**src/rtl/alarme_sirene.sv**
```systemverilog
// alarme_sirene: siren controller fed by the vault alarm condition.
// A trigger opens a cancellable grace period. After it, the siren blinks for a
// bounded time. The "alarm occurred" latch then stays set until disarmed.
//
// Ports:
//   clk_2    in  1          clock, rising edge
//   reset    in  1          synchronous, active-high
//   disparo  in  1          alarm condition (level)
//   desarme  in  1          disarm switch (rising edge is the event)
//   sirene   out 1          siren drive (registered)
//   travado  out 1          latched alarm indicator (registered)
//   estado   out 2          state code (registered)
//   contagem out NBITS_CNT  counter value (registered)
module alarme_sirene #(
  parameter int unsigned ATRASO    = 3,
  parameter int unsigned DURACAO   = 10,
  parameter int unsigned NBITS_CNT = 4
) (
  input  logic                 clk_2,
  input  logic                 reset,
  input  logic                 disparo,
  input  logic                 desarme,
  output logic                 sirene,
  output logic                 travado,
  output logic [1:0]           estado,
  output logic [NBITS_CNT-1:0] contagem
);

  typedef enum logic [1:0] {
    ARMADO   = 2'd0,
    ESPERA   = 2'd1,
    TOCANDO  = 2'd2,
    SILENCIO = 2'd3
  } estado_t;

  // Terminal counts, truncated to the counter width
  localparam logic [NBITS_CNT-1:0] ATRASO_TC  = NBITS_CNT'(ATRASO - 1);
  localparam logic [NBITS_CNT-1:0] DURACAO_TC = NBITS_CNT'(DURACAO - 1);

  estado_t               state_q, state_d;
  logic [NBITS_CNT-1:0]  cnt_q, cnt_d;
  logic                  sirene_q, sirene_d;
  logic                  travado_q, travado_d;
  logic                  desarme_q, desarme_d;
  logic                  ev_c;

  // Disarm event: rising edge of desarme, combinational on the current input
  assign ev_c = desarme & ~desarme_q;

  // Next-state and output logic
  always_comb begin
    state_d   = state_q;
    cnt_d     = cnt_q;
    sirene_d  = sirene_q;
    travado_d = travado_q;
    desarme_d = desarme;

    case (state_q)
      ARMADO: begin
        if (!ev_c && disparo) begin
          state_d = ESPERA;
          cnt_d   = '0;
        end
      end
      ESPERA: begin
        if (ev_c) begin
          state_d = ARMADO;
          cnt_d   = '0;
        end else if (cnt_q == ATRASO_TC) begin
          state_d   = TOCANDO;
          cnt_d     = '0;
          sirene_d  = 1'b1;
          travado_d = 1'b1;
        end else begin
          cnt_d = cnt_q + NBITS_CNT'(1);
        end
      end
      TOCANDO: begin
        if (ev_c) begin
          state_d   = ARMADO;
          cnt_d     = '0;
          sirene_d  = 1'b0;
          travado_d = 1'b0;
        end else if (cnt_q == DURACAO_TC) begin
          state_d  = SILENCIO;
          cnt_d    = '0;
          sirene_d = 1'b0;
        end else begin
          cnt_d    = cnt_q + NBITS_CNT'(1);
          sirene_d = ~sirene_q;
        end
      end
      SILENCIO: begin
        if (ev_c) begin
          state_d   = ARMADO;
          travado_d = 1'b0;
        end
      end
      default: begin
        state_d   = ARMADO;
        cnt_d     = '0;
        sirene_d  = 1'b0;
        travado_d = 1'b0;
      end
    endcase
  end

  // State register with synchronous reset
  always_ff @(posedge clk_2) begin
    if (reset) begin
      state_q   <= ARMADO;
      cnt_q     <= '0;
      sirene_q  <= 1'b0;
      travado_q <= 1'b0;
      desarme_q <= 1'b0;
    end else begin
      state_q   <= state_d;
      cnt_q     <= cnt_d;
      sirene_q  <= sirene_d;
      travado_q <= travado_d;
      desarme_q <= desarme_d;
    end
  end

  assign sirene   = sirene_q;
  assign travado  = travado_q;
  assign estado   = state_q;
  assign contagem = cnt_q;

endmodule

```
**config.mk**
```make
export PLATFORM = sky130hd
export DESIGN_NAME = alarme_sirene
export DESIGN_NICKNAME = d
export VERILOG_FILES = /design/src/rtl/alarme_sirene.sv
export SDC_FILE = /design/constraint.sdc
export NUM_CORES = 1
export LEC_CHECK = 0
export CAP_MARGIN = 10
export CORE_AREA = 10 10 47 49
export CTS_BUF_LIST = sky130_fd_sc_hd__clkbuf_8
export CTS_CLUSTER_SIZE = 8
export DETAILED_ROUTE_END_ITERATION = 6
export DIE_AREA = 0 0 57 59
export DONT_BUFFER_PORTS = 1
export PLACE_DENSITY = 0.75
export RECOVER_POWER = 50
export SLEW_MARGIN = 5
export SYNTH_ARGS = -nofsm -noshare
export SYNTH_HDL_FRONTEND = slang
export SYNTH_SLANG_ARGS = --single-unit
```
**constraint.sdc**
```tcl
create_clock -name clk_2 -period 2.3 [get_ports clk_2]
set_input_delay 0.46 -clock clk_2 [delete_from_list [all_inputs] [get_ports clk_2]]
set_output_delay 0.46 -clock clk_2 [all_outputs]
set_load 0.01 [all_outputs]
```
* After elaboration in Yosys (flattened, before gate mapping)
Index checks and enable logic that the tools add are counted.
Word-level totals: register bits after elaboration 9, output and inout port bits 8, input port bits 4
Operators by class: bitwise logic cells 3, eq/ne operators 12, multiplexer cells 20, $add $sub $neg 1, reduce and logical (&&, ||, !) cells 11
Operator list (count):
- 4-bit 2-to-1 mux | 5
- 2-bit 2-to-1 mux | 6
- 4-bit one-hot mux with 3 select lines | 1
- 2-bit != test, second input constant | 4
- 2-bit one-hot mux with 4 select lines | 1
- 4-bit AND reduction | 2
- 3-bit != test, second input constant | 2
- 1-bit 2-to-1 mux | 5
- 4-bit by 1-bit adder with 4-bit output, second input constant | 1
- 2-bit equality test, second input constant | 2
- 4-bit by 2-bit equality test with 1-bit output, second input constant | 1
- 4-bit equality test, second input constant | 1
- 1-bit one-hot mux with 2 select lines | 2
- 2-bit nonzero test | 2
- 3-bit AND reduction | 1
- 3-bit nonzero test | 1
- 2-bit by 1-bit equality test with 1-bit output, second input constant | 1
- 2-bit logical NOT | 1
- 2-bit by 1-bit != test with 1-bit output, second input constant | 1
- 1-bit NOT | 2
- 2-bit AND reduction | 1
- 2-bit OR reduction | 1
- 1-bit AND | 1
- 1-bit logical AND | 1
- 1-bit logical NOT | 1

* Logic depth before layout (Yosys ltp)
depth in word-level cells 6, depth in mapped cells 6, depth with buffers taken out 6

* Worst setup path before layout
OpenSTA, ideal clock, no wires.
path kind reg2reg, start point register cnt_q[1] (netlist: contagem[1]), end point register state_q[0] (netlist: estado[0]), buffers on the path 1, path slack 0.225 ns, arrival time 1.953 ns, stages on the path, launching flop included 6, clock period less this slack 2.075 ns, library setup time 0.121 ns, cells stage by stage dfxtp_1 > or4b_4 > and3_4 > buf_6 > a2111oi_4 > mux2_4
On the way: cells in the longest elaborated chain, start to end 3, elaborated cells on any way between the ends 5
Ends and longest elaborated chain:
- start: declaration | line 41 | logic [NBITS_CNT-1:0] cnt_q, cnt_d;
- start signal: assignment | line 118 | cnt_q <= cnt_d;
- 4-bit equality test / 4-bit by 2-bit equality test with 1-bit output (equally long branches) | line 84, 69
- 3-bit != test (no line)
- 4-bit AND reduction (no line) *
- end signal: assignment | line 117 | state_q <= state_d;
- end: declaration | line 40 | estado_t state_q, state_d;
Mark *: on every way between the ends. The rest lies on a longest branch, timed or not. A chain may end at the register's enable or synchronous reset.

* Worst setup path in the final report
start point register cnt_q[2] (netlist: contagem[2]), end point register state_q[0] (netlist: estado[0])
The elaborated chain is that of the path after synthesis.

==> qor.txt <==
Worst setup path category: flip-flop to flip-flop
Place WS: 280 ps
Largest stage delay on the critical path: 710 ps
Avg Cell Area, Syn: 9.01 µm²
Layout Nets: 92
Hold Path Class: input port to flip-flop
Count of input and output buffers: 0
Placer congestion estimate: 0.802
Starting density of the core: 48.8%
Die width: 57 µm
Detailed Route WL: 1.51 mm
Clock slew at reported path FFs: 50 ps
Vias in the first global route: 600
Layout Skew: 3.03 ps
CP max stage cell: nor3b_1
Dpl cells: 93
Final setup slack of the worst path: 248 ps
Drt drc: 0
Post-CTS sizing: 0
H-Tree Level Count: 1
Area occupied by multi-input gates: 470 µm²
Later-pin clock latency in the skew report: 240 ps
Final Hold Viols: 0
DRT antenna net count: 0
Max Freq: 487 MHz
Syn Nets: 86
Count leader, synth: dfxtp_1
Asr flop ratio synth: 0%
First-iteration detailed-routing DRC count: 18
Final Setup Violations: 0
Cell count after synthesis: 76
Dominant cell type by area after synthesis: dfxtp_1
Avg WL per Cell: 15.6 µm
Critical path capture point type: flip-flop
CTS tree: yes
Slew Viols, Final: 0
Worst-Margin Slew: 874 ps
Max-cap violations: 0
RSZ-0062 raised after global routing: no
Max rail drop VDD: 397 µV
EDFF count, synth: 0
Synth Register Bits: 9
Antenna Cells: 0
Fillers: 141
Pwr Density: 898 nW/µm²
Root buffer cell: clkbuf_8
CP required: 2420 ps
Post-synth top area share: 26.3%
Most instantiated cells after synthesis: 9 x dfxtp_1, 6 x ha_1, 5 x inv_1, 5 x o21ai_0
Initial antenna violation count: 0
Synth-to-layout area growth: 10.1%
Vias: 577
CTS Buffer Depth: 2
Core area: 1400 µm²
Largest net degree at the start of global routing: 12
Period utilization: 89.2%
Worst Path Buf+Inv: 0
Largest delay contributor family on the critical path: simple AND/OR/NAND/NOR gates
Mapped Area: 684 µm²
# rows: 14
Cell variety after synth: 36
Sequential cell area fraction in the yosys report: 26.3%
Total GRT Usage: 9.85%
Synthesis Warnings: 0
Fraction of layout cells with a size suffix above 1: 14.8%
Routed vias/inst: 5.95
Outcome: complete, no violations
Die Ht: 59 µm
Post-CTS Setup Repair Bufs: 0
Final Critical Period: 2050 ps
DRT Pass-1 Iters: 4
Dominant cells by area after synthesis: dfxtp_1 26%, ha_1 11%, a2111oi_4 4.0%, o2111ai_1 3.8%, o21ai_0 3.7%
Area after DPL: 712 µm²
CP startpoint kind: flip-flop
CP max FO: 8
Cell area after layout: 753 µm²
FF+latch area: 180 µm²
Worst path cell trace: and4bb_2, nor3b_1, a2111oi_4, mux2_4
Finished Layout Cells: 97
Global-route wire length before repair: 2.66 mm
Crit path DAT: 2180 ps
Slew margin rel.: 41.6%
Core Util, Final: 53.8%
Top_reg_cell synth: dfxtp_1
Clk sink count: 9
# hold bufs at CTS: 0
Hpwl dp: 1.15 mm
CTS Buf Count: 3
IO Count: 12
Leakage: 0.284 nW
Setup TNS Final: 0 ps
Die area: 3360 µm²
Total gr overflow: 0
[sequential cells by signal, indices dropped and copies added, names as in the netlist]
name and count:
contagem 4, sirene 1, desarme_q 1, travado 1, estado 2
[stage by stage]
step                total power [W]  hold slack [ps]
finish                     0.000676              291
global route               0.000732              285
CTS                        0.000683              289
detailed placement         0.000495              534
global placement           0.000494              531
floorplan                  0.000456              511
[final cells by class]
cell class                 count  area share (%)
tap                           16            2.66
multi-input combinational     60            62.5
clock buffer                   3            5.48
inverter                       5            2.49
sequential                     9            23.9
clock inverter                 1           0.498
timing repair buffer           3            2.49
[layout by cell type (no fill, tap or decap), drive strengths merged, types with 3 or more instances in the layout]
cell     synthesis  routed
nand2            4       4
inv              5       6
o21ai            6       6
o211ai           3       3
clkbuf           1       4
o2111ai          3       3
nand2b           3       3
ha               6       6
dfxtp            9       9
nor2             4       4
[kinds of logic after synthesis]
kind of cell	after synthesis	share of synthesized area (%)
AOI/OAI and AO/OA	25	28.9
adders and majority gates	6	11.0
buffers and inverters	7	4.94
DFF	9	26.3
muxes	2	3.66
and+or+nand+nor	27	25.2
[final timing paths]
kind | startpoint | endpoint | slack [ps] | cells after the start
setup / recovery | contagem[2] | estado[0] | 250 | 4
hold / removal | reset | sirene | 290 | 1
setup reg to reg | contagem[2] | estado[0] | 250 | 4
hold reg to reg | sirene | sirene | 540 | 2
[layer usage]
metal / global-route usage, % / wire [µm] / vias to the layer above
met5: 0 / 0 / -
met1: 10.7 / 642 / 255
met4: 6.38 / 36 / 0
met2: 15.3 / 687 / 21
met3: 4.29 / 145 / 5
li1: - / - / 296
[where the power goes]
group / switching (W) / internal [W] / leakage (nW)
combinational: 0.000146 / 0.000121 / 0.183
clock: 0.0000658 / 0.000116 / 0.0269
sequential: 0.0000426 / 0.000184 / 0.0734
total: 0.000255 / 0.000422 / 0.284
(Power assumes the default switching activity.)
